[src/rtl/axi_lite_reg_slave.sv]
// axi_lite_reg_slave
// AXI-Lite responder for a bank of NUM_REGS x DATA_W configuration/status
// registers. The write path latches AW and W independently, commits one write
// at a time and answers on B. The read path answers each AR on R with a
// registered beat. Register contents and per-register write strobes are
// exported to the datapath. Read-only registers return the ro_d status inputs.

module axi_lite_reg_slave #(
    parameter logic [3:0]          BLOCK_ID = 4'h1,
    parameter int                  NUM_REGS = 16,
    parameter int                  DATA_W   = 16,
    parameter logic [NUM_REGS-1:0] RO_MASK  = '0
) (
    input  logic                       ACLK,
    input  logic                       ARESET,
    input  logic [15:0]                AWADDR,
    input  logic                       AWVALID,
    output logic                       AWREADY,
    input  logic [DATA_W-1:0]          WDATA,
    input  logic                       WVALID,
    output logic                       WREADY,
    output logic [1:0]                 BRESP,
    output logic                       BVALID,
    input  logic                       BREADY,
    input  logic [15:0]                ARADDR,
    input  logic                       ARVALID,
    output logic                       ARREADY,
    output logic [DATA_W-1:0]          RDATA,
    output logic [1:0]                 RRESP,
    output logic                       RVALID,
    input  logic                       RREADY,
    output logic [NUM_REGS*DATA_W-1:0] reg_q,
    output logic [NUM_REGS-1:0]        reg_wr_pulse,
    input  logic [NUM_REGS*DATA_W-1:0] ro_d
);

    localparam int         IDX_W        = (NUM_REGS > 1) ? $clog2(NUM_REGS) : 1;
    localparam logic [8:0] NUM_REGS_LIM = 9'(NUM_REGS);
    localparam logic [1:0] RESP_OKAY    = 2'b00;
    localparam logic [1:0] RESP_SLVERR  = 2'b10;

    // An address hits when block, page and register index all fall inside this bank.
    function automatic logic addr_hit(input logic [15:0] a);
        return (a[15:12] == BLOCK_ID) && (a[11:8] == 4'h0) &&
               ({1'b0, a[7:0]} < NUM_REGS_LIM);
    endfunction

    // ------------------------------------------------------------------
    // State
    // ------------------------------------------------------------------
    logic                 ready_en_q;
    logic                 aw_held_q, aw_held_d;
    logic                 w_held_q,  w_held_d;
    logic [15:0]          awaddr_q,  awaddr_d;
    logic [DATA_W-1:0]    wdata_q,   wdata_d;
    logic                 commit_q,  commit_d;
    logic                 bvalid_q,  bvalid_d;
    logic [1:0]           bresp_q,   bresp_d;
    logic                 rvalid_q,  rvalid_d;
    logic [DATA_W-1:0]    rdata_q,   rdata_d;
    logic [1:0]           rresp_q,   rresp_d;
    logic [DATA_W-1:0]    regs_q [NUM_REGS];
    logic [NUM_REGS-1:0]  pulse_q;
    logic [DATA_W-1:0]    ro_arr [NUM_REGS];

    logic                 aw_ready, w_ready, ar_ready;
    logic                 aw_hs, w_hs, ar_hs;
    logic [IDX_W-1:0]     w_idx, r_idx;
    logic                 w_ok, do_write, r_hit;

    // Slice the flat status bus into one word per register.
    for (genvar g = 0; g < NUM_REGS; g++) begin : g_unpack
        assign ro_arr[g]                  = ro_d[g*DATA_W +: DATA_W];
        assign reg_q[g*DATA_W +: DATA_W]  = regs_q[g];
    end

    // ------------------------------------------------------------------
    // Handshake decode
    // ------------------------------------------------------------------
    // Address/data channels close while a write is held, committing or answered.
    assign aw_ready = ready_en_q & ~aw_held_q & ~bvalid_q & ~commit_q;
    assign w_ready  = ready_en_q & ~w_held_q  & ~bvalid_q & ~commit_q;
    assign ar_ready = ready_en_q & ~rvalid_q;

    assign aw_hs = AWVALID & aw_ready;
    assign w_hs  = WVALID  & w_ready;
    assign ar_hs = ARVALID & ar_ready;

    assign w_idx    = awaddr_q[IDX_W-1:0];
    assign w_ok     = addr_hit(awaddr_q) & ~RO_MASK[w_idx];
    assign do_write = commit_q & w_ok;

    assign r_idx = ARADDR[IDX_W-1:0];
    assign r_hit = addr_hit(ARADDR);

    // ------------------------------------------------------------------
    // Write channel next state
    // ------------------------------------------------------------------
    // Latch AW/W independently, arm the commit once both are held, then answer on B.
    always_comb begin
        // NOTE: every variable gets a default first so no path leaves it unassigned (no latch).
        aw_held_d = aw_held_q;
        w_held_d  = w_held_q;
        awaddr_d  = awaddr_q;
        wdata_d   = wdata_q;
        commit_d  = 1'b0;
        bvalid_d  = bvalid_q;
        bresp_d   = bresp_q;

        if (aw_hs) begin
            aw_held_d = 1'b1;
            awaddr_d  = AWADDR;
        end
        if (w_hs) begin
            w_held_d = 1'b1;
            wdata_d  = WDATA;
        end

        if (aw_held_q && w_held_q && !commit_q) begin
            commit_d = 1'b1;
        end

        if (commit_q) begin
            aw_held_d = 1'b0;
            w_held_d  = 1'b0;
            bvalid_d  = 1'b1;
            bresp_d   = w_ok ? RESP_OKAY : RESP_SLVERR;
        end else if (bvalid_q && BREADY) begin
            bvalid_d = 1'b0;
        end
    end

    // ------------------------------------------------------------------
    // Read channel next state
    // ------------------------------------------------------------------
    // Capture the read beat on AR; hold it until the master takes it.
    always_comb begin
        rvalid_d = rvalid_q;
        rdata_d  = rdata_q;
        rresp_d  = rresp_q;

        if (ar_hs) begin
            rvalid_d = 1'b1;
            if (r_hit) begin
                rresp_d = RESP_OKAY;
                rdata_d = RO_MASK[r_idx] ? ro_arr[r_idx] : regs_q[r_idx];
            end else begin
                rresp_d = RESP_SLVERR;
                rdata_d = '0;
            end
        end else if (rvalid_q && RREADY) begin
            rvalid_d = 1'b0;
        end
    end

    // ------------------------------------------------------------------
    // Sequential state
    // ------------------------------------------------------------------
    // READYs stay low in reset and open on the first edge afterwards.
    always_ff @(posedge ACLK or posedge ARESET) begin
        if (ARESET) begin
            ready_en_q <= 1'b0;
        end else begin
            // NOTE: sequential state uses non-blocking assignment so every flop samples pre-edge values.
            ready_en_q <= 1'b1;
        end
    end

    // Write channel registers.
    always_ff @(posedge ACLK or posedge ARESET) begin
        if (ARESET) begin
            aw_held_q <= 1'b0;
            w_held_q  <= 1'b0;
            awaddr_q  <= '0;
            wdata_q   <= '0;
            commit_q  <= 1'b0;
            bvalid_q  <= 1'b0;
            bresp_q   <= RESP_OKAY;
        end else begin
            aw_held_q <= aw_held_d;
            w_held_q  <= w_held_d;
            awaddr_q  <= awaddr_d;
            wdata_q   <= wdata_d;
            commit_q  <= commit_d;
            bvalid_q  <= bvalid_d;
            bresp_q   <= bresp_d;
        end
    end

    // Read channel registers.
    always_ff @(posedge ACLK or posedge ARESET) begin
        if (ARESET) begin
            rvalid_q <= 1'b0;
            rdata_q  <= '0;
            rresp_q  <= RESP_OKAY;
        end else begin
            rvalid_q <= rvalid_d;
            rdata_q  <= rdata_d;
            rresp_q  <= rresp_d;
        end
    end

    // Register bank and one-cycle write strobes, updated on a successful commit.
    always_ff @(posedge ACLK or posedge ARESET) begin
        if (ARESET) begin
            // NOTE: the bank is visible on reg_q, so every entry is reset rather than left as RAM.
            for (int i = 0; i < NUM_REGS; i++) begin
                regs_q[i] <= '0;
            end
            pulse_q <= '0;
        end else begin
            pulse_q <= '0;
            if (do_write) begin
                regs_q[w_idx]  <= wdata_q;
                pulse_q[w_idx] <= 1'b1;
            end
        end
    end

    // ------------------------------------------------------------------
    // Outputs
    // ------------------------------------------------------------------
    assign AWREADY      = aw_ready;
    assign WREADY       = w_ready;
    assign BVALID       = bvalid_q;
    assign BRESP        = bresp_q;
    assign ARREADY      = ar_ready;
    assign RVALID       = rvalid_q;
    assign RDATA        = rdata_q;
    assign RRESP        = rresp_q;
    assign reg_wr_pulse = pulse_q;

endmodule

[config.mk]
export PLATFORM = sky130hd
export DESIGN_NAME = axi_lite_reg_slave
export DESIGN_NICKNAME = d
export VERILOG_FILES = /design/src/rtl/axi_lite_reg_slave.sv
export SDC_FILE = /design/constraint.sdc
export NUM_CORES = 1
export LEC_CHECK = 0
export BUFFER_PORTS_ARGS = -buffer_cell sky130_fd_sc_hd__buf_4
export CORE_AREA = 3 3 239 241
export DETAILED_ROUTE_END_ITERATION = 16
export DIE_AREA = 0 0 242 244
export PLACE_DENSITY = 0.55
export SLEW_MARGIN = 15
export SYNTH_ARGS = -nofsm -noshare
export SYNTH_HDL_FRONTEND = slang
export SYNTH_SLANG_ARGS = --single-unit
export TNS_END_PERCENT = 50
[constraint.sdc]
create_clock -name ACLK -period 18.6 [get_ports ACLK]
set_input_delay 2.79 -clock ACLK [delete_from_list [all_inputs] [get_ports ACLK]]
set_output_delay 2.79 -clock ACLK [all_outputs]
set_load 0.01 [all_outputs]
==> results of run 1 <==
[through the flow]
stage / setup slack [ps] / util (%) / instances / total power, W
3_5_place_dp: 13020 / 32.5 / 1958 / 0.00104
2_1_floorplan: 6730 / - / 908 / 0.000958
4_1_cts: 13630 / 34.8 / 2027 / 0.00184
6_report: 13620 / 34.8 / 2027 / 0.00181
5_1_grt: 13430 / 34.8 / 2027 / 0.00189
3_3_place_gp: 13010 / 32.5 / 1958 / 0.00103
[kinds of logic after synthesis]
group	Yosys count	synth area share, %
multiplexers	384	34.9
AND/OR/NAND/NOR	79	4.29
buffers and inverters	76	2.73
other	2	0.0517
AO/OA/AOI/OAI	38	1.50
flip-flops	328	56.5
[report_power, final]
group	switching (W)	internal, W	total (W)	leakage [nW]
clock network	0.000306	0.000481	0.000787	0.648
logic	0.0000912	0.0000682	0.000159	4.49
registers	0.000113	0.000754	0.000867	4.50
total	0.000510	0.00130	0.00181	9.64
[path summary, 6_finish.rpt]
| check | depth (start not counted) | startpoint | endpoint | slack [ps] |
|---|---|---|---|---|
| hold reg to reg | 1 | BRESP[1] | BRESP[1] | 480 |
| max in group asynchronous | 4 | ARESET | RDATA[2] | 13860 |
| hold / removal | 1 | BRESP[1] | BRESP[1] | 480 |
| setup reg to reg | 5 | awaddr_q[8] | reg_q[4] | 15630 |
| setup / recovery | 6 | ARADDR[0] | RDATA[0] | 13620 |
| min in group asynchronous | 2 | ARESET | RVALID | 2410 |
[worst reg2reg max path: cells and delay by family, from the launching register on]
family	cells	cell delay [ps]
flops	1	370
buf+inv	1	290
mux	1	490
simple gates	3	1690
[flip-flops by register name, summed over array words and instances, names as in the netlist, 16 cells and up]
signal        flops
reg_q           256
RDATA            16
awaddr_q         16
wdata_q          16
reg_wr_pulse     16
[area by class of cell]
| type | count | area [µm²] | share of cell area [%] |
|---|---|---|---|
| repair buffers | 372 | 2790 | 14.5 |
| multi-input cells | 504 | 5920 | 30.8 |
| inverters | 6 | 30.0 | 0.156 |
| flip-flops and latches | 328 | 8210 | 42.7 |
| clock buffers | 60 | 1190 | 6.18 |
| clock inverters | 9 | 128 | 0.665 |
| well taps | 748 | 936 | 4.87 |
[cells in the final DEF (no fill, tap or decap), drive strengths merged, types with 4 or more instances in the layout]
cell    count
a31oi      15
and2       15
buf       372
clkbuf     60
clkinv      5
dfrtp     328
inv         7
mux2      304
mux2i      16
mux4       64
nand2       7
nand2b      4
nor2       19
nor3       15
nor4        5
o21ai      20
or2         4
[metal layers]
metal / up-vias / track usage (%)
met1: 5132 / 23.1
met5: - / 0
met4: 0 / 4.01
met2: 260 / 28.9
met3: 61 / 3.67
li1: 4043 / -
==> out/qor.tcl, run 1 <==
set qor(run_status) {complete, no violations}
set qor(final_wl_um) 51900
set qor(num_vias) 9496
set qor(worst_path_largest_cell_delay_ps) 680
set qor(clock_sink_count) 328
set qor(clock_tree.buffer_depth) 3
set qor(postRouteAntennaNets) 0
set qor(worstPathMaxFanout) 34
set qor(crit_chain) {buf_4 > buf_4 > mux4_2 > mux2_2 > a32oi_1 > o21ai_1}
set qor(cts-buffers-inserted) 40
set qor(cp.required_ps) 19030
set qor(critical_path.most_common_cell) {sky130_fd_sc_hd__buf_4}
set qor(synth-edff-count) 0
set qor(primary_ff_master_synth) {sky130_fd_sc_hd__dfrtp_1}
set qor(area.growth.synth_to_final_pct) 32.3
set qor(post-cts-setup-buffer-count) 0
set qor(wirelength_per_cell_um) 25.6
set qor(dieArea_um2) 59000
set qor(grt_usage_pct) 17.3
set qor(cell_taking_the_most_area_after_synthesis) {sky130_fd_sc_hd__dfrtp_1}
set qor(post_dp_cell_area_um2) 17900
set qor(die-width_um) 242
set qor(static-leakage-power_nw) 9.64
set qor(antenna_found_initial) 0
set qor(cts_tree) {yes}
set qor(met3RoutedLength_um) 2820
set qor(cp_slowest_cell) {sky130_fd_sc_hd__buf_4}
set qor(overflow) 0
set qor(drive_above_1_share_pct) 63.5
set qor(cts_htree_levels) 2
set qor(grt_pass1_vias) 9934
set qor(synthCells) 907
set qor(critical_path.startpoint_type) {input pin}
set qor(postCtsResizedCells) 0
set qor(drt_first_iter_violations) 460
set qor(dieHeight_um) 244
set qor(ios) 608
set qor(setup_viol) 0
set qor(number_of_vias_per_cell_after_detailed_routing) 4.68
set qor(core-area_um2) 55100
set qor(report.final.hold_viol_count) 0
set qor(finalNetCount) 1563
set qor(synthesis.area_per_instance_um2) 16.0
set qor(synth.ff_latch_count) 328
set qor(placementRows) 86
set qor(max_cap_violations) 0
set qor(clkSlewWorstSetupHoldPaths_ps) 60
set qor(clock-root-buffer) {sky130_fd_sc_hd__clkbuf_16}
set qor(layout_worst_path_cycle_share_pct) 26.8
set qor(peakVddDrop_mv) 0.0675
set qor(cp_top_family) {buffers and inverters}
set qor(m1WireLength_um) 22500
set qor(ys_types) 37
set qor(detail_route.drc_violations) 0
set qor(slew_headroom_pct) 34.3
set qor(cp_data_arrival_time_ps) 5400
set qor(met2_wirelength_um) 25600
set qor(grt_setup_unrepaired) {false}
set qor(async_flop_share_pct) 100
set qor(tns_ps) 0
set qor(initial_cell_density_of_the_core_pct) 26.3
set qor(criticalPathCategory) {input pin to flip-flop}
set qor(synth.area.top_cells) {sky130_fd_sc_hd__dfrtp_1, sky130_fd_sc_hd__mux2_2, sky130_fd_sc_hd__mux4_2, sky130_fd_sc_hd__nor3_4, sky130_fd_sc_hd__mux2i_1}
set qor(synth.cells.most_frequent) {sky130_fd_sc_hd__dfrtp_1, sky130_fd_sc_hd__mux2_2, sky130_fd_sc_hd__mux4_2, sky130_fd_sc_hd__buf_2, sky130_fd_sc_hd__nor2_1}
set qor(hold_path_class) {flip-flop to flip-flop}
set qor(final_worst_hold_slack_ps) 484
set qor(min_period_ps) 4980
set qor(final.fill_count) 5419
set qor(power_density_nw_per_um2) 94.5
set qor(critPathBufInv) 2
set qor(yosysTopAreaCellShare_pct) 56.5
set qor(io_buffer_count) 349
set qor(synthesis.yosys.warnings) 0
set qor(tightest_pin_transition_ps) 986
set qor(clk_latency_ps) 550
set qor(grt_max_degree) 120
set qor(synth.cell_area_um2) 14500
set qor(holdBufCountCts) 0
set qor(fin_skew_ps) 13.3
set qor(yosysSeqAreaShare_pct) 56.5
set qor(worstSetupEndpointType) {flip-flop}
set qor(global_route_wire_length_before_repair_um) 75000
set qor(gp_routability_congestion) 0.782
set qor(highest_achievable_clock_rate_mhz) 201
set qor(route.top_layer_used) {met4}
set qor(post-dp-hpwl_um) 34100
set qor(final-max-slew-violation-count) 0
set qor(firstDrtPassIters) 4
set qor(synth_most_common_cell) {sky130_fd_sc_hd__dfrtp_1}
set qor(diodes) 0
set qor(layout.cell_area.non_filler_um2) 19200
Note: power is estimated with default switching activity, not from simulation.
==> run 2, diff against run 1 <==
- PLACE_DENSITY: 0.55 -> 0.57
- clock period: 18.6 -> 4.3 ns (I/O delays scaled with it)
==> out/qor.tcl, run 2 (synthesis gave the netlist of run 1 again) <==
set qor(postRouteAntennaNets) 0
set qor(cts_tree) {yes}
set qor(placementRows) 86
set qor(p_total_w) 0.00786
set qor(core-area_um2) 55100
set qor(global_route_wire_length_before_repair_um) 75500
set qor(slew_headroom_pct) 35.8
set qor(finalNetCount) 1568
set qor(largest_reg_flops) 256
set qor(peakVddDrop_mv) 0.239
set qor(clk_latency_ps) 560
set qor(final-max-slew-violation-count) 0
set qor(crit_chain) {nor4_1 > nand4_1 > buf_4 > nor3_4 > buf_12 > mux2_2}
set qor(report.final.hold_viol_count) 0
set qor(wirelength_per_cell_um) 25.9
set qor(final_wl_um) 52600
set qor(setup_viol) 0
set qor(num_vias) 9485
set qor(post-route-util_pct) 35.0
set qor(grt_usage_pct) 17.7
set qor(dieHeight_um) 244
set qor(timing.reg2reg.setup_slack_ps) 1160
set qor(cp.required_ps) 4730
set qor(final_common_cell) {sky130_fd_sc_hd__buf_4}
set qor(drive_above_1_share_pct) 63.8
set qor(io_buffer_count) 349
set qor(grt_pass1_vias) 10143
set qor(clock_sink_count) 328
set qor(max_cap_violations) 0
set qor(min-delay-start) {RREADY}
set qor(worst_hold_path.num_cells) 2
set qor(number_of_vias_per_cell_after_detailed_routing) 4.67
set qor(fin_skew_ps) 24.4
set qor(post-dp-hpwl_um) 34600
set qor(worst_path_largest_cell_delay_ps) 790
set qor(cts_htree_levels) 2
set qor(final_cell_mix) {sky130_fd_sc_hd__buf_4, sky130_fd_sc_hd__dfrtp_1, sky130_fd_sc_hd__mux2_2}
set qor(worstSetupEndpointType) {flip-flop}
set qor(diodes) 0
set qor(die-width_um) 242
set qor(overflow) 0
set qor(hold_path_class) {input pin to flip-flop}
set qor(detail_route.drc_violations) 0
set qor(clock-root-buffer) {sky130_fd_sc_hd__clkbuf_16}
set qor(antenna_found_initial) 2
set qor(static-leakage-power_nw) 9.68
set qor(criticalPathCategory) {flip-flop to flip-flop}
set qor(holdBufCountCts) 0
set qor(highest_achievable_clock_rate_mhz) 318
set qor(cp_data_arrival_time_ps) 3580
set qor(run_status) {complete, no violations}
set qor(post-cts-setup-buffer-count) 0
set qor(cp_slowest_cell) {sky130_fd_sc_hd__nor3_4}
set qor(power_density_nw_per_um2) 407
set qor(clkSlewWorstSetupHoldPaths_ps) 60
set qor(ios) 608
set qor(grt_max_degree) 147
set qor(worstPathMaxFanout) 9
set qor(clock_tree.buffer_depth) 3
set qor(postCtsResizedCells) 0
set qor(critical_path.startpoint_type) {flip-flop}
set qor(tightest_pin_transition_ps) 963
set qor(area.growth.synth_to_final_pct) 33.0
set qor(endpoint_of_the_worst_slack_reg_to_reg_timing_path) {reg_q[71]}
set qor(firstDrtPassIters) 4
set qor(worst-r2r-cell-count) 6
set qor(reg2reg_from) {awaddr_q[8]}
set qor(cts-buffers-inserted) 40
set qor(gp_routability_congestion) 0.757
set qor(min_period_ps) 3140
set qor(drt_first_iter_violations) 398
set qor(grt_setup_unrepaired) {false}
set qor(initial_cell_density_of_the_core_pct) 26.3
set qor(layout_worst_path_cycle_share_pct) 73.1
set qor(min_delay_worst_endpoint) {RVALID}
set qor(dieArea_um2) 59000
-- run 2: changes by cell type in the layout (fill, tap and decap cells not counted), moves of 2 or more --
| cell | delta |
|---|---|
| sky130_fd_sc_hd__clkbuf_1 | -3 |
| sky130_fd_sc_hd__clkinv_2 | +2 |
| sky130_fd_sc_hd__clkinv_8 | +3 |
| sky130_fd_sc_hd__buf_12 | +5 |
| sky130_fd_sc_hd__clkbuf_8 | -3 |
-- run 2: how the worst max path moves through the flow --
stage | startpoint | to | slack, ps | depth (start not counted)
floorplan | ARESET | BRESP[1] | -720 | 1
global placement | commit_q | reg_q[71] | 1130 | 6
detailed placement | awaddr_q[8] | reg_q[71] | 1080 | 6
CTS | awaddr_q[8] | reg_q[73] | 1050 | 6
global route | commit_q | reg_q[73] | 990 | 6
finish | awaddr_q[8] | reg_q[71] | 1160 | 6
-- run 2: metal layers --
| metal | vias to the layer above | share of wire (%) | global-route usage [%] |
|---|---|---|---|
| met5 | - | 0 | 0 |
| met4 | 0 | 3.6 | 6.86 |
| met3 | 90 | 5.8 | 3.91 |
| met2 | 286 | 49 | 29.1 |
| met1 | 5061 | 42 | 22.7 |
| li1 | 4048 | - | - |
-- run 2: through the flow --
step | TNS (ps) | std cells | instance area (µm²) | hold WS, ps | setup slack (ps)
floorplan | -237370 | 908 | 14500 | 471 | -724
global placement | 0 | 1963 | 18000 | 466 | 1130
detailed placement | 0 | 1963 | 18000 | 474 | 1080
CTS | 0 | 2031 | 19300 | 226 | 1050
global route | 0 | 2031 | 19300 | 241 | 995
finish | 0 | 2031 | 19300 | 271 | 1160
-- run 2: area by class of cell --
class                      count  area, µm²
clock inverter                15        216
sequential                   328       8210
multi-input combinational    504       5920
timing repair buffer         377       2890
inverter                       6       26.3
clock buffer                  53       1110
tap                          748        936
fill                        5391      35800
-- run 2: critical path: cells and delay by family (launching register included) --
family | cells | cell delay, ps
muxes | 1 | 340
DFF | 1 | 380
buffers and inverters | 2 | 670
and+or+nand+nor | 3 | 1630
-- run 2: power breakdown --
group          total (W)  switching (W)  internal [W]
clock network    0.00342        0.00136       0.00206
logic           0.000691       0.000389      0.000301
registers        0.00375       0.000488       0.00326
==> run 3, diff against run 2 <==
- clock period: 4.3 -> 2.74 ns (I/O delays scaled with it)
==> out/qor.tcl, run 3 (synthesis gave the netlist of run 1 again) <==
set qor(final_wl_um) 53200
set qor(final_common_cell) {sky130_fd_sc_hd__buf_4}
set qor(drt_first_iter_violations) 452
set qor(postRouteAntennaNets) 0
set qor(io_buffer_count) 349
set qor(largest_reg_flops) 256
set qor(clk_latency_ps) 560
set qor(cp.required_ps) 3160
set qor(max_cap_violations) 0
set qor(clock_tree.buffer_depth) 3
set qor(area.growth.synth_to_final_pct) 35.9
set qor(antenna_found_initial) 1
set qor(clock-root-buffer) {sky130_fd_sc_hd__clkbuf_16}
set qor(final-max-slew-violation-count) 0
set qor(min-delay-start) {WDATA[1]}
set qor(number_of_vias_per_cell_after_detailed_routing) 4.69
set qor(layout_worst_path_cycle_share_pct) 92.2
set qor(hold_path_class) {input pin to flip-flop}
set qor(p_total_w) 0.0126
set qor(static-leakage-power_nw) 9.87
set qor(slew_headroom_pct) 50.2
set qor(cts_tree) {yes}
set qor(finalNetCount) 1591
set qor(clkSlewWorstSetupHoldPaths_ps) 60
set qor(criticalPathCategory) {flip-flop to flip-flop}
set qor(pre_cts_ws_ps) 124
set qor(firstDrtPassIters) 4
set qor(detail_route.drc_violations) 0
set qor(initial_cell_density_of_the_core_pct) 26.3
set qor(fin_skew_ps) 30.2
set qor(grt_pass1_vias) 10347
set qor(power_density_nw_per_um2) 638
set qor(final_cell_mix) {sky130_fd_sc_hd__buf_4, sky130_fd_sc_hd__dfrtp_1, sky130_fd_sc_hd__mux2_2}
set qor(peakVddDrop_mv) 0.344
set qor(cp_data_arrival_time_ps) 2950
set qor(die-width_um) 242
set qor(report.final.hold_viol_count) 0
set qor(drive_above_1_share_pct) 64.4
set qor(dieArea_um2) 59000
set qor(dieHeight_um) 244
set qor(cts_htree_levels) 2
set qor(tightest_pin_transition_ps) 745
set qor(cts-buffers-inserted) 40
set qor(highest_achievable_clock_rate_mhz) 396
set qor(num_vias) 9631
set qor(post-cts-setup-buffer-count) 0
set qor(clock_sink_count) 328
set qor(wirelength_per_cell_um) 25.9
set qor(critical_path.startpoint_type) {flip-flop}
set qor(overflow) 0
set qor(diodes) 0
set qor(ios) 608
set qor(setup_viol) 0
set qor(post_layout_nonfiller_instances) 2053
set qor(worstSetupEndpointType) {flip-flop}
set qor(post-dp-hpwl_um) 36200
set qor(gp_routability_congestion) 0.779
set qor(worstPathMaxFanout) 19
set qor(dp_cells) 1984
set qor(global_route_wire_length_before_repair_um) 76100
set qor(critical_path.startpoint) {awaddr_q[15]}
set qor(placementRows) 86
set qor(grt_setup_unrepaired) {false}
set qor(core-area_um2) 55100
set qor(final_worst_hold_slack_ps) 81.1
set qor(run_status) {complete, no violations}
set qor(min_period_ps) 2530
set qor(worst_slack_ps) 213
set qor(grt_usage_pct) 17.7
set qor(grt_max_degree) 85
set qor(reg2reg_from) {awaddr_q[15]}
## run 3: worst paths after layout
| check | slack [ps] | cells past startpoint | to |
|---|---|---|---|
| max | 210 | 6 | reg_q[222] |
| max in group asynchronous | 1430 | 5 | reg_q[127] |
| min | 80 | 2 | wdata_q[1] |
| min reg2reg | 510 | 1 | BRESP[1] |
| max reg2reg | 210 | 6 | reg_q[222] |
| min in group asynchronous | 420 | 3 | RVALID |
## run 3: stage by stage
step | util [%] | TNS, ps | instance area (µm²)
2_1_floorplan | - | -672300 | 14500
3_3_place_gp | 33.3 | 0 | 18300
3_5_place_dp | 33.3 | 0 | 18300
4_1_cts | 35.8 | 0 | 19700
5_1_grt | 35.8 | 0 | 19700
6_report | 35.8 | 0 | 19700
## run 3: layer usage
| layer | GRT usage, % | share of wire (%) | wire (µm) |
|---|---|---|---|
| met1 | 22.1 | 41 | 21700 |
| met5 | 0 | 0 | 0 |
| met2 | 30.3 | 50 | 26700 |
| met4 | 5.69 | 2.8 | 1470 |
| met3 | 4.38 | 6.2 | 3320 |
## run 3: timing repair
action                                 4_1_cts  5_1_grt
setup endpoints to repair                    0        0
resized for setup                            0        0
endpoints found under the hold margin        9        0
hold buffers                                 2        0
## run 3: layout make-up
class                           count  area [µm²]
Inverter                            6        26.3
Tap cell                          748         936
Clock buffer                       54        1140
Fill cell                        5397       35400
Clock inverter                     13         231
Sequential cell                   328        8210
Multi-Input combinational cell    504        5920
Timing Repair Buffer              400        3260
## run 3: report_power, final
part,leakage (nW),switching (W),total (W),internal [W]
Clock,0.668,0.00214,0.00554,0.00340
Sequential,4.50,0.000754,0.00587,0.00512
Combinational,4.70,0.000663,0.00117,0.000510
Total,9.87,0.00356,0.0126,0.00903
## run 3: worst max-delay path, stage by stage, from the launching register on
cell                       delay, ps
sky130_fd_sc_hd__dfrtp_1         380
sky130_fd_sc_hd__nor4bb_1        290
sky130_fd_sc_hd__nand4_1         280
sky130_fd_sc_hd__buf_4           360
sky130_fd_sc_hd__nor3_4          300
sky130_fd_sc_hd__buf_4           380
sky130_fd_sc_hd__mux2_2          380
